===== src/rtl/bus_arb_pkg.sv =====
// rtl/bus_arb_pkg.sv - state encoding, slave decode and master id constants for bus_arbiter_ws
package bus_arb_pkg;

  typedef enum logic [1:0] {
    ST_IDLE   = 2'd0,
    ST_ACCESS = 2'd1,
    ST_DONE   = 2'd2
  } arb_state_e;

  localparam logic [3:0] SLV_ROM = 4'h0;
  localparam logic [3:0] SLV_RAM = 4'h1;

  localparam logic MST_LSU = 1'b0;
  localparam logic MST_IFU = 1'b1;

  function automatic logic slv_valid(input logic [3:0] field);
    return (field == SLV_ROM) || (field == SLV_RAM);
  endfunction

endpackage


===== src/rtl/bus_arbiter_ws_if.sv =====
// rtl/bus_arbiter_ws_if.sv - one request/ack bus channel shared by masters and slaves
interface bus_arbiter_ws_if;
  logic        req;
  logic        we;
  logic [31:0] addr;
  logic [3:0]  sel;
  logic [31:0] wdata;
  logic [31:0] rdata;
  logic        ack;

  modport master (output req, we, addr, sel, wdata, input rdata, ack);
  modport slave  (input req, we, addr, sel, wdata, output rdata, ack);
endinterface


===== src/rtl/arb_wait_timer.sv =====
// rtl/arb_wait_timer.sv - per-access wait counter with timeout flag
module arb_wait_timer #(
  parameter int TIMEOUT = 15
) (
  input  logic clk,
  input  logic rst_n,
  input  logic clr_i,
  input  logic en_i,
  output logic timeout_o
);

  localparam int CW = $clog2(TIMEOUT + 1);

  logic [CW-1:0] cnt_q;

  always_ff @(posedge clk or negedge rst_n) begin
    if (!rst_n) begin
      cnt_q <= '0;
    end else if (clr_i) begin
      cnt_q <= '0;
    end else if (en_i && (cnt_q != CW'(TIMEOUT))) begin
      cnt_q <= cnt_q + CW'(1);
    end
  end

  // Raised in the cycle whose increment would make the count reach TIMEOUT.
  assign timeout_o = en_i && (cnt_q == CW'(TIMEOUT - 1));

endmodule


===== src/rtl/bus_arbiter_ws.sv =====
// rtl/bus_arbiter_ws.sv - two-master/two-slave arbiter with wait states, fetch fairness and timeout
module bus_arbiter_ws
  import bus_arb_pkg::*;
#(
  parameter int FAIR_LIMIT = 4,
  parameter int TIMEOUT    = 15,
  parameter int DEC_MSB    = 31
) (
  input  logic              clk,
  input  logic              rst_n,
  bus_arbiter_ws_if.slave   m0,
  bus_arbiter_ws_if.slave   m1,
  bus_arbiter_ws_if.master  s0,
  bus_arbiter_ws_if.master  s1,
  output logic              err,
  output logic              hold_flag
);

  localparam int FW = $clog2(FAIR_LIMIT + 1);

  arb_state_e     state_q;
  logic           mst_q;
  logic           slv_q;
  logic           we_q;
  logic [31:0]    addr_q;
  logic [3:0]     sel_q;
  logic [31:0]    wdata_q;
  logic [31:0]    rdata_q;
  logic [1:0]     s_req_q;
  logic [1:0]     m_ack_q;
  logic           err_q;
  logic [FW-1:0]  fair_q;

  logic           gnt_mst_d;
  logic           g_we_d;
  logic [31:0]    g_addr_d;
  logic [3:0]     g_sel_d;
  logic [31:0]    g_wdata_d;
  logic [3:0]     g_field_d;
  logic           s_ack_d;
  logic [31:0]    s_rdata_d;
  logic           timeout_d;

  // m1 wins when m0 is idle or when m0 has used up its consecutive-grant allowance.
  always_comb begin
    gnt_mst_d = (m1.req && (!m0.req || (fair_q == FW'(FAIR_LIMIT)))) ? MST_IFU : MST_LSU;
    g_we_d    = (gnt_mst_d == MST_IFU) ? m1.we    : m0.we;
    g_addr_d  = (gnt_mst_d == MST_IFU) ? m1.addr  : m0.addr;
    g_sel_d   = (gnt_mst_d == MST_IFU) ? m1.sel   : m0.sel;
    g_wdata_d = (gnt_mst_d == MST_IFU) ? m1.wdata : m0.wdata;
    g_field_d = g_addr_d[DEC_MSB -: 4];
  end

  assign s_ack_d   = slv_q ? s1.ack   : s0.ack;
  assign s_rdata_d = slv_q ? s1.rdata : s0.rdata;

  arb_wait_timer #(.TIMEOUT(TIMEOUT)) u_wait_timer (
    .clk       (clk),
    .rst_n     (rst_n),
    .clr_i     (state_q != ST_ACCESS),
    .en_i      (state_q == ST_ACCESS),
    .timeout_o (timeout_d)
  );

  always_ff @(posedge clk or negedge rst_n) begin
    if (!rst_n) begin
      state_q <= ST_IDLE;
      mst_q   <= MST_LSU;
      slv_q   <= 1'b0;
      we_q    <= 1'b0;
      addr_q  <= '0;
      sel_q   <= '0;
      wdata_q <= '0;
      rdata_q <= '0;
      s_req_q <= '0;
      m_ack_q <= '0;
      err_q   <= 1'b0;
      fair_q  <= '0;
    end else begin
      m_ack_q <= '0;
      err_q   <= 1'b0;
      case (state_q)
        ST_IDLE: begin
          rdata_q <= '0;
          if (!m1.req) fair_q <= '0;
          if (m0.req || m1.req) begin
            mst_q   <= gnt_mst_d;
            slv_q   <= g_field_d[0];
            we_q    <= g_we_d;
            addr_q  <= g_addr_d;
            sel_q   <= g_sel_d;
            wdata_q <= g_wdata_d;
            if (gnt_mst_d == MST_IFU) begin
              fair_q <= '0;
            end else if (m1.req && (fair_q != FW'(FAIR_LIMIT))) begin
              fair_q <= fair_q + FW'(1);
            end
            if (slv_valid(g_field_d)) begin
              state_q               <= ST_ACCESS;
              s_req_q[g_field_d[0]] <= 1'b1;
            end else begin
              state_q            <= ST_DONE;
              m_ack_q[gnt_mst_d] <= 1'b1;
              err_q              <= 1'b1;
            end
          end
        end
        ST_ACCESS: begin
          if (s_ack_d) begin
            state_q        <= ST_DONE;
            s_req_q        <= '0;
            m_ack_q[mst_q] <= 1'b1;
            rdata_q        <= we_q ? '0 : s_rdata_d;
          end else if (timeout_d) begin
            state_q        <= ST_DONE;
            s_req_q        <= '0;
            m_ack_q[mst_q] <= 1'b1;
            err_q          <= 1'b1;
            rdata_q        <= '0;
          end
        end
        ST_DONE: begin
          state_q <= ST_IDLE;
        end
        default: begin
          state_q <= ST_IDLE;
        end
      endcase
    end
  end

  assign s0.req   = s_req_q[0];
  assign s0.we    = we_q;
  assign s0.addr  = addr_q;
  assign s0.sel   = sel_q;
  assign s0.wdata = wdata_q;
  assign s1.req   = s_req_q[1];
  assign s1.we    = we_q;
  assign s1.addr  = addr_q;
  assign s1.sel   = sel_q;
  assign s1.wdata = wdata_q;

  assign m0.ack   = m_ack_q[0];
  assign m1.ack   = m_ack_q[1];
  assign m0.rdata = m_ack_q[0] ? rdata_q : '0;
  assign m1.rdata = m_ack_q[1] ? rdata_q : '0;
  assign err      = err_q;

  assign hold_flag = (m0.req && !m_ack_q[0]) || (m1.req && !m_ack_q[1]);

endmodule


===== src/flat_wrapper.sv =====
// flat-port wrapper written by rule: the top's interface ports become plain ports
module bus_arbiter_ws_flat import bus_arb_pkg::*;
#(
  parameter int FAIR_LIMIT = 4,
  parameter int TIMEOUT    = 15,
  parameter int DEC_MSB    = 31
)
  (clk, rst_n, err, hold_flag, m0_req, m0_we, m0_addr, m0_sel, m0_wdata, m0_rdata, m0_ack, m1_req, m1_we, m1_addr, m1_sel, m1_wdata, m1_rdata, m1_ack, s0_req, s0_we, s0_addr, s0_sel, s0_wdata, s0_rdata, s0_ack, s1_req, s1_we, s1_addr, s1_sel, s1_wdata, s1_rdata, s1_ack);
  bus_arbiter_ws_if m0_i ();
  bus_arbiter_ws_if m1_i ();
  bus_arbiter_ws_if s0_i ();
  bus_arbiter_ws_if s1_i ();
  input  logic clk;
  input  logic rst_n;
  output logic err;
  output logic hold_flag;
  input wire logic [$bits(m0_i.req)-1:0] m0_req;
  input wire logic [$bits(m0_i.we)-1:0] m0_we;
  input wire logic [$bits(m0_i.addr)-1:0] m0_addr;
  input wire logic [$bits(m0_i.sel)-1:0] m0_sel;
  input wire logic [$bits(m0_i.wdata)-1:0] m0_wdata;
  output wire logic [$bits(m0_i.rdata)-1:0] m0_rdata;
  output wire logic [$bits(m0_i.ack)-1:0] m0_ack;
  input wire logic [$bits(m1_i.req)-1:0] m1_req;
  input wire logic [$bits(m1_i.we)-1:0] m1_we;
  input wire logic [$bits(m1_i.addr)-1:0] m1_addr;
  input wire logic [$bits(m1_i.sel)-1:0] m1_sel;
  input wire logic [$bits(m1_i.wdata)-1:0] m1_wdata;
  output wire logic [$bits(m1_i.rdata)-1:0] m1_rdata;
  output wire logic [$bits(m1_i.ack)-1:0] m1_ack;
  output wire logic [$bits(s0_i.req)-1:0] s0_req;
  output wire logic [$bits(s0_i.we)-1:0] s0_we;
  output wire logic [$bits(s0_i.addr)-1:0] s0_addr;
  output wire logic [$bits(s0_i.sel)-1:0] s0_sel;
  output wire logic [$bits(s0_i.wdata)-1:0] s0_wdata;
  input wire logic [$bits(s0_i.rdata)-1:0] s0_rdata;
  input wire logic [$bits(s0_i.ack)-1:0] s0_ack;
  output wire logic [$bits(s1_i.req)-1:0] s1_req;
  output wire logic [$bits(s1_i.we)-1:0] s1_we;
  output wire logic [$bits(s1_i.addr)-1:0] s1_addr;
  output wire logic [$bits(s1_i.sel)-1:0] s1_sel;
  output wire logic [$bits(s1_i.wdata)-1:0] s1_wdata;
  input wire logic [$bits(s1_i.rdata)-1:0] s1_rdata;
  input wire logic [$bits(s1_i.ack)-1:0] s1_ack;
  assign m0_i.req = m0_req;
  assign m0_i.we = m0_we;
  assign m0_i.addr = m0_addr;
  assign m0_i.sel = m0_sel;
  assign m0_i.wdata = m0_wdata;
  assign m0_rdata = m0_i.rdata;
  assign m0_ack = m0_i.ack;
  assign m1_i.req = m1_req;
  assign m1_i.we = m1_we;
  assign m1_i.addr = m1_addr;
  assign m1_i.sel = m1_sel;
  assign m1_i.wdata = m1_wdata;
  assign m1_rdata = m1_i.rdata;
  assign m1_ack = m1_i.ack;
  assign s0_req = s0_i.req;
  assign s0_we = s0_i.we;
  assign s0_addr = s0_i.addr;
  assign s0_sel = s0_i.sel;
  assign s0_wdata = s0_i.wdata;
  assign s0_i.rdata = s0_rdata;
  assign s0_i.ack = s0_ack;
  assign s1_req = s1_i.req;
  assign s1_we = s1_i.we;
  assign s1_addr = s1_i.addr;
  assign s1_sel = s1_i.sel;
  assign s1_wdata = s1_i.wdata;
  assign s1_i.rdata = s1_rdata;
  assign s1_i.ack = s1_ack;
  bus_arbiter_ws #(.FAIR_LIMIT(FAIR_LIMIT), .TIMEOUT(TIMEOUT), .DEC_MSB(DEC_MSB)) u_core (.clk(clk), .rst_n(rst_n), .m0(m0_i), .m1(m1_i), .s0(s0_i), .s1(s1_i), .err(err), .hold_flag(hold_flag));
endmodule

===== config.mk =====
export PLATFORM = sky130hd
export DESIGN_NAME = bus_arbiter_ws_flat
export DESIGN_NICKNAME = d
export VERILOG_FILES = /design/src/rtl/bus_arb_pkg.sv /design/src/rtl/bus_arbiter_ws_if.sv /design/src/rtl/arb_wait_timer.sv /design/src/rtl/bus_arbiter_ws.sv /design/src/flat_wrapper.sv
export SDC_FILE = /design/constraint.sdc
export NUM_CORES = 1
export LEC_CHECK = 0
export ABC_AREA = 1
export ABC_CLOCK_PERIOD_IN_PS = 3500
export CORE_AREA = 2 2 162 164
export DETAILED_ROUTE_END_ITERATION = 7
export DIE_AREA = 0 0 164 166
export PLACE_DENSITY = 0.66
export SYNTH_ARGS = -nofsm -noshare
export SYNTH_HDL_FRONTEND = slang
export SYNTH_SLANG_ARGS = --single-unit

===== constraint.sdc =====
create_clock -name clk -period 3.5 [get_ports clk]
set_input_delay 0.7 -clock clk [delete_from_list [all_inputs] [get_ports clk]]
set_output_delay 0.7 -clock clk [all_outputs]
set_load 0.1 [all_outputs]

==> flow_metrics.py, run 1 <==
metrics = {
    "global_route": {
        "antenna_found_initial": 0,
        "grt_overflow": 0,
        "grt_max_degree": 117,
        "grt_pass1_wl_um": 38500,
        "grtUsageTotal_pct": 18.1,
        "grt_pass1_vias": 6894,
    },
    "clock_tree": {
        "cts_buffers": 17,
        "cts_resized": 0,
        "clock-sinks": 116,
        "cts.path.max_buffers": 2,
        "cts_root_buf": "clkbuf_16",
        "cts_hold_repair.buffers": 0,
        "cts_tree": "done",
        "path_clk_slew_ns": 0.06,
        "cts_htree_levels": 4,
        "clk_latency_ns": 0.42,
        "cts_setup_buffers": 0,
    },
    "floorplan": {
        "core_region_area_mm2": 0.0256,
        "die_height_um": 166,
        "die_w_um": 164,
        "io_pins": 416,
        "initial_core_util_pct": 26.1,
        "rows": 59,
        "die-area_mm2": 0.0272,
    },
    "setup_path": {
        "cp-end-kind": "primary output",
        "start_kind": "register",
        "cp.required_ns": 2.80,
        "worst-setup-path-type": "register to primary output",
        "cp_max_fo": 3,
        "cp_num_buf_inv": 1,
        "crit_chain": "clkdlybuf4s50_1",
        "crit_slowest_cell": "clkdlybuf4s50_1",
        "crit_family": "buffers and inverters",
        "max_stage_delay_ns": 1.16,
        "arrival_ns": 1.99,
    },
    "placed_design": {
        "port-buffer-count": 415,
        "placed_area_mm2": 0.0102,
        "hpwl_um": 18800,
        "gp_congestion": 0.803,
    },
    "route": {
        "met1_length_um": 9960,
        "post_drt_via_cell_ratio": 4.66,
        "routed-via-count": 7016,
        "antenna_left": 0,
        "wl_met3_um": 2600,
        "drc": 0,
        "post_drt_wl_per_cell_um": 17.0,
        "dr.pass1.iters": 5,
        "routed_wl_um": 25600,
        "first_iter_violations": 398,
        "highest_layer": "met4",
        "met2_length_um": 12400,
    },
    "sta": {
        "maxSlewViolCount": 0,
        "max_freq_mhz": 371,
        "slew-limit-headroom_pct": 31.8,
        "clock_skew_ns": 0.0136,
        "timing.final.crit_share_pct": 76.9,
        "finalHoldViolations": 0,
        "rsz0062_at_grt": "no",
        "min_period_ns": 2.69,
        "worstMarginPinSlew_ns": 1.02,
        "setup_violations": 0,
        "tns_ns": 0,
    },
    "layout": {
        "drive_gt1_share_pct": 15.3,
        "nets": 1371,
        "fillCellCount": 2580,
        "multiInputGateArea_mm2": 0.00261,
        "final_area_mm2": 0.0108,
        "area_delta_synth_final_pct": 61.3,
        "regArea_mm2": 0.00290,
        "n_antenna_cell": 0,
    },
    "min_path": {
        "hold_path.class": "primary input to asynchronous set/reset pin",
    },
    "job": {
        "cap_viol_max_count": 0,
    },
    "synthesis": {
        "synth_fp_nets": 1058,
        "synth_largest_area_cell": "dfrtp_1",
        "synth_flop_cell": "dfrtp_1",
        "synth_seq_area_share_pct": 43.4,
        "postSynthAreaPerCell_um2": 7.90,
        "yosys_warnings": 0,
        "synth_area_leaders": "dfrtp_1 (43%), nand2_1 (11%), nand3_1 (11%)",
        "synth_edf_count": 0,
        "synth_seq_cells": 116,
        "syn-cell-area_mm2": 0.00668,
        "ys_async_sr_fraction_pct": 100,
        "synth_top_cell_area_share_pct": 43.4,
        "syn_inst": 846,
        "synth_cell_types": 28,
    },
    "run_status": {
        "status": "completed",
    },
}
registers in the layout, indices dropped and copies added, names as in the netlist:
register / count
u_core.rdata_q: 32
u_core.s0.addr: 32
u_core.s0.wdata: 32
u_core.s0.sel: 4
u_core.u_wait_timer.cnt_q: 4
u_core.fair_q: 3
u_core.m_ack_q: 2
u_core.s_req_q: 2
u_core.state_q: 2
u_core.err: 1
u_core.mst_q: 1
u_core.s0.we: 1
cell usage after synthesis (all sizes together) (3+ instances only):
master / instances
nand3: 141
o21ai: 42
nand4: 65
nor2: 11
buf: 110
nand2: 198
mux2i: 32
clkbuf: 23
inv: 86
nand3b: 3
o22ai: 3
ha: 4
dfrtp: 116
nor3: 3
cell type report:
type | instances | share of cell area, %
Timing Repair Buffer | 427 | 36.7
Sequential cell | 116 | 26.9
Multi-Input combinational cell | 511 | 24.2
Clock buffer | 18 | 3.98
Tap cell | 335 | 3.89
Inverter | 86 | 2.99
Clock inverter | 14 | 1.22
placed cells by master, fill, tap and decap left out, drive strengths merged, types with 3 or more instances in the layout:
cell	Yosys	final
ha	4	4
o22ai	3	3
nand3b	3	3
inv	86	88
clkdlybuf4s50	0	288
nand2	198	198
o21ai	42	42
clkinvlp	0	4
clkinv	0	7
clkbuf	23	18
mux2i	32	32
nand4	65	65
nor3	3	3
buf	110	139
nand3	141	141
dfrtp	116	116
nor2	11	11
metal layers:
layer | up-vias | track usage [%]
met5 | - | 0
met4 | 0 | 6.90
met2 | 363 | 30.6
met3 | 31 | 6.49
li1 | 3347 | -
met1 | 3275 | 20.9
kinds of logic (layout without fill, tap and decap cells):
logic type,after synthesis,count (layout),synth area share (%)
AOI/OAI and AO/OA,50,50,3.91
xor gates and xnor gates,2,2,0.262
adders and majority gates,4,4,0.749
buffers and inverters,219,545,17.5
DFF,116,116,43.4
muxes,32,32,4.79
and+or+nand+nor,423,423,29.4
path summary, 6_finish.rpt:
kind,from,end,slack [ns],cells past startpoint
hold / removal,rst_n,u_core.rdata_q[10],0.35,2
hold reg to reg,u_core.rdata_q[14],u_core.rdata_q[14],0.51,2
max in group asynchronous,rst_n,u_core.s0.wdata[10],2.56,2
setup / recovery,u_core.s0.wdata[25],s0_wdata[25],0.81,1
setup reg to reg,u_core.u_wait_timer.cnt_q[0],u_core.s_req_q[1],1.38,11
min in group clk,u_core.rdata_q[14],u_core.rdata_q[14],0.51,2
through the flow:
stage | worst slack [ns] | utilization, % | instances | hold WS (ns)
2_1_floorplan | 0.119 | - | 846 | 0.404
3_3_place_gp | 0.861 | 39.9 | 1475 | 0.490
3_5_place_dp | 0.845 | 39.9 | 1475 | 0.499
4_1_cts | 0.767 | 42.1 | 1507 | 0.401
5_1_grt | 0.752 | 42.1 | 1507 | 0.424
6_report | 0.807 | 42.1 | 1507 | 0.346
Power of run 1 is left out: the tool's default activity adds up to more than one toggle a clock period on the data nets, which glitch-free logic cannot reach.
==> run 2, diff against run 1 <==
--- a/config.mk
+++ b/config.mk
@@ -6,7 +6,7 @@
 export NUM_CORES = 1
 export LEC_CHECK = 0
 export ABC_AREA = 1
-export ABC_CLOCK_PERIOD_IN_PS = 3500
+export ABC_CLOCK_PERIOD_IN_PS = 2800
 export CORE_AREA = 2 2 162 164
 export DETAILED_ROUTE_END_ITERATION = 7
 export DIE_AREA = 0 0 164 166
==> constraint.sdc (replaced) <==
create_clock -name clk -period 2.8 [get_ports clk]
set_input_delay 0.56 -clock clk [delete_from_list [all_inputs] [get_ports clk]]
set_output_delay 0.56 -clock clk [all_outputs]
set_load 0.1 [all_outputs]
==> run 2 against run 1 <==
Net effect: non-clock buffer count is 8 higher; critical path depth is 3 higher; sequential share of layout area fell by 1.6 points.
==> flow_metrics.py, run 2 (same netlist as run 1, synthesis figures left out) <==
metrics = {
    "layout": {
        "nets": 1379,
        "drive_gt1_share_pct": 22.8,
        "regArea_mm2": 0.00290,
        "final_common_cell": "clkdlybuf4s50_1",
        "area_delta_synth_final_pct": 71.8,
        "final_area_mm2": 0.0115,
        "layout_common_cells": "clkdlybuf4s50_1 (205), nand2_1 (195), buf_4 (159)",
        "fillCellCount": 2524,
        "multiInputGateArea_mm2": 0.00262,
        "n_antenna_cell": 0,
    },
    "placed_design": {
        "port-buffer-count": 415,
        "hpwl_um": 20000,
        "placed_area_mm2": 0.0109,
        "gp_congestion": 0.806,
        "dp_worst_setup_slack_ns": 0.403,
    },
    "job": {
        "cap_viol_max_count": 0,
    },
    "sta": {
        "slew-limit-headroom_pct": 56.5,
        "maxSlewViolCount": 0,
        "min_period_ns": 2.23,
        "rsz0062_at_grt": "no",
        "timing.final.crit_share_pct": 79.6,
        "finalHoldViolations": 0,
        "setup_violations": 0,
        "worstMarginPinSlew_ns": 0.651,
        "clock_skew_ns": 0.0137,
        "tns_ns": 0,
        "fin_hold_ws_ns": 0.0886,
        "setup_ws_ns": 0.570,
        "max_freq_mhz": 448,
    },
    "setup_path": {
        "timing.rr.end": "u_core.s_req_q[1]",
        "ff2ff_path_depth": 12,
        "reg2reg_slack_ns": 0.78,
        "cp-end-kind": "primary output",
        "cp.required_ns": 2.24,
        "start_kind": "primary input",
        "crit_start": "m0_req",
        "r2r-start": "u_core.fair_q[1]",
        "crit_path_end": "hold_flag",
        "cp_max_fo": 5,
        "worst-setup-path-type": "primary input to primary output",
        "arrival_ns": 1.67,
    },
    "floorplan": {
        "rows": 59,
        "io_pins": 416,
        "core_region_area_mm2": 0.0256,
        "die_w_um": 164,
        "die_height_um": 166,
        "die-area_mm2": 0.0272,
        "initial_core_util_pct": 26.1,
    },
    "clock_tree": {
        "cts_setup_buffers": 0,
        "cts_tree": "done",
        "cts_htree_levels": 4,
        "cts.path.max_buffers": 2,
        "path_clk_slew_ns": 0.06,
        "clk_latency_ns": 0.41,
        "cts_root_buf": "clkbuf_16",
        "cts_resized": 0,
        "cts_buffers": 17,
        "clock-sinks": 116,
        "cts_hold_repair.buffers": 0,
    },
    "run_status": {
        "status": "completed",
    },
    "route": {
        "post_drt_wl_per_cell_um": 17.4,
        "antenna_left": 0,
        "routed_wl_um": 26300,
        "drc": 0,
        "post_drt_via_cell_ratio": 4.66,
        "first_iter_violations": 400,
        "dr.pass1.iters": 5,
        "routed-via-count": 7047,
    },
    "global_route": {
        "grt_pass1_vias": 6917,
        "grt_overflow": 0,
        "grtUsageTotal_pct": 19.0,
        "antenna_found_initial": 0,
        "grt_pass1_wl_um": 39900,
        "grt_max_degree": 57,
    },
    "min_path": {
        "hold_path.class": "primary input to asynchronous set/reset pin",
    },
}
==> run 2: worst max-delay path: stages <==
cell	delay [ns]
clkdlybuf4s50_1	0.61
inv_1	0.08
o22ai_2	0.21
buf_12	0.21
==> run 2: stage by stage <==
step | util, % | std cells
after floorplan | - | 846
after global routing | 44.8 | 1513
after CTS | 44.8 | 1513
final | 44.8 | 1513
after global placement | 42.6 | 1483
after detailed placement | 42.6 | 1483
==> run 2: how the worst min path moves through the flow <==
stage / end / slack [ns]
2_1_floorplan: u_core.err / 0.26
3_3_place_gp: u_core.rdata_q[26] / 0.49
3_5_place_dp: u_core.m_ack_q[0] / 0.49
4_1_cts: u_core.rdata_q[6] / 0.1
5_1_grt: u_core.rdata_q[6] / 0.12
6_report: u_core.rdata_q[6] / 0.09
==> run 2: layer usage <==
metal	part of all wire [%]	track usage, %	wire length (um)	vias to the layer above
met5	0	0	0	-
met1	39	22.0	10200	3299
met2	51	33.7	13300	351
li1	-	-	-	3366
met3	8.8	5.87	2330	31
met4	1.8	5.30	473	0
==> run 2: area by class of cell <==
class	count	area share [%]
Sequential cell	116	25.3
Inverter	86	2.81
Multi-Input combinational cell	511	22.8
Timing Repair Buffer	435	40.5
Clock buffer	20	3.98
Tap cell	335	3.65
Clock inverter	10	0.959
Power of run 2 is left out for the same reason.
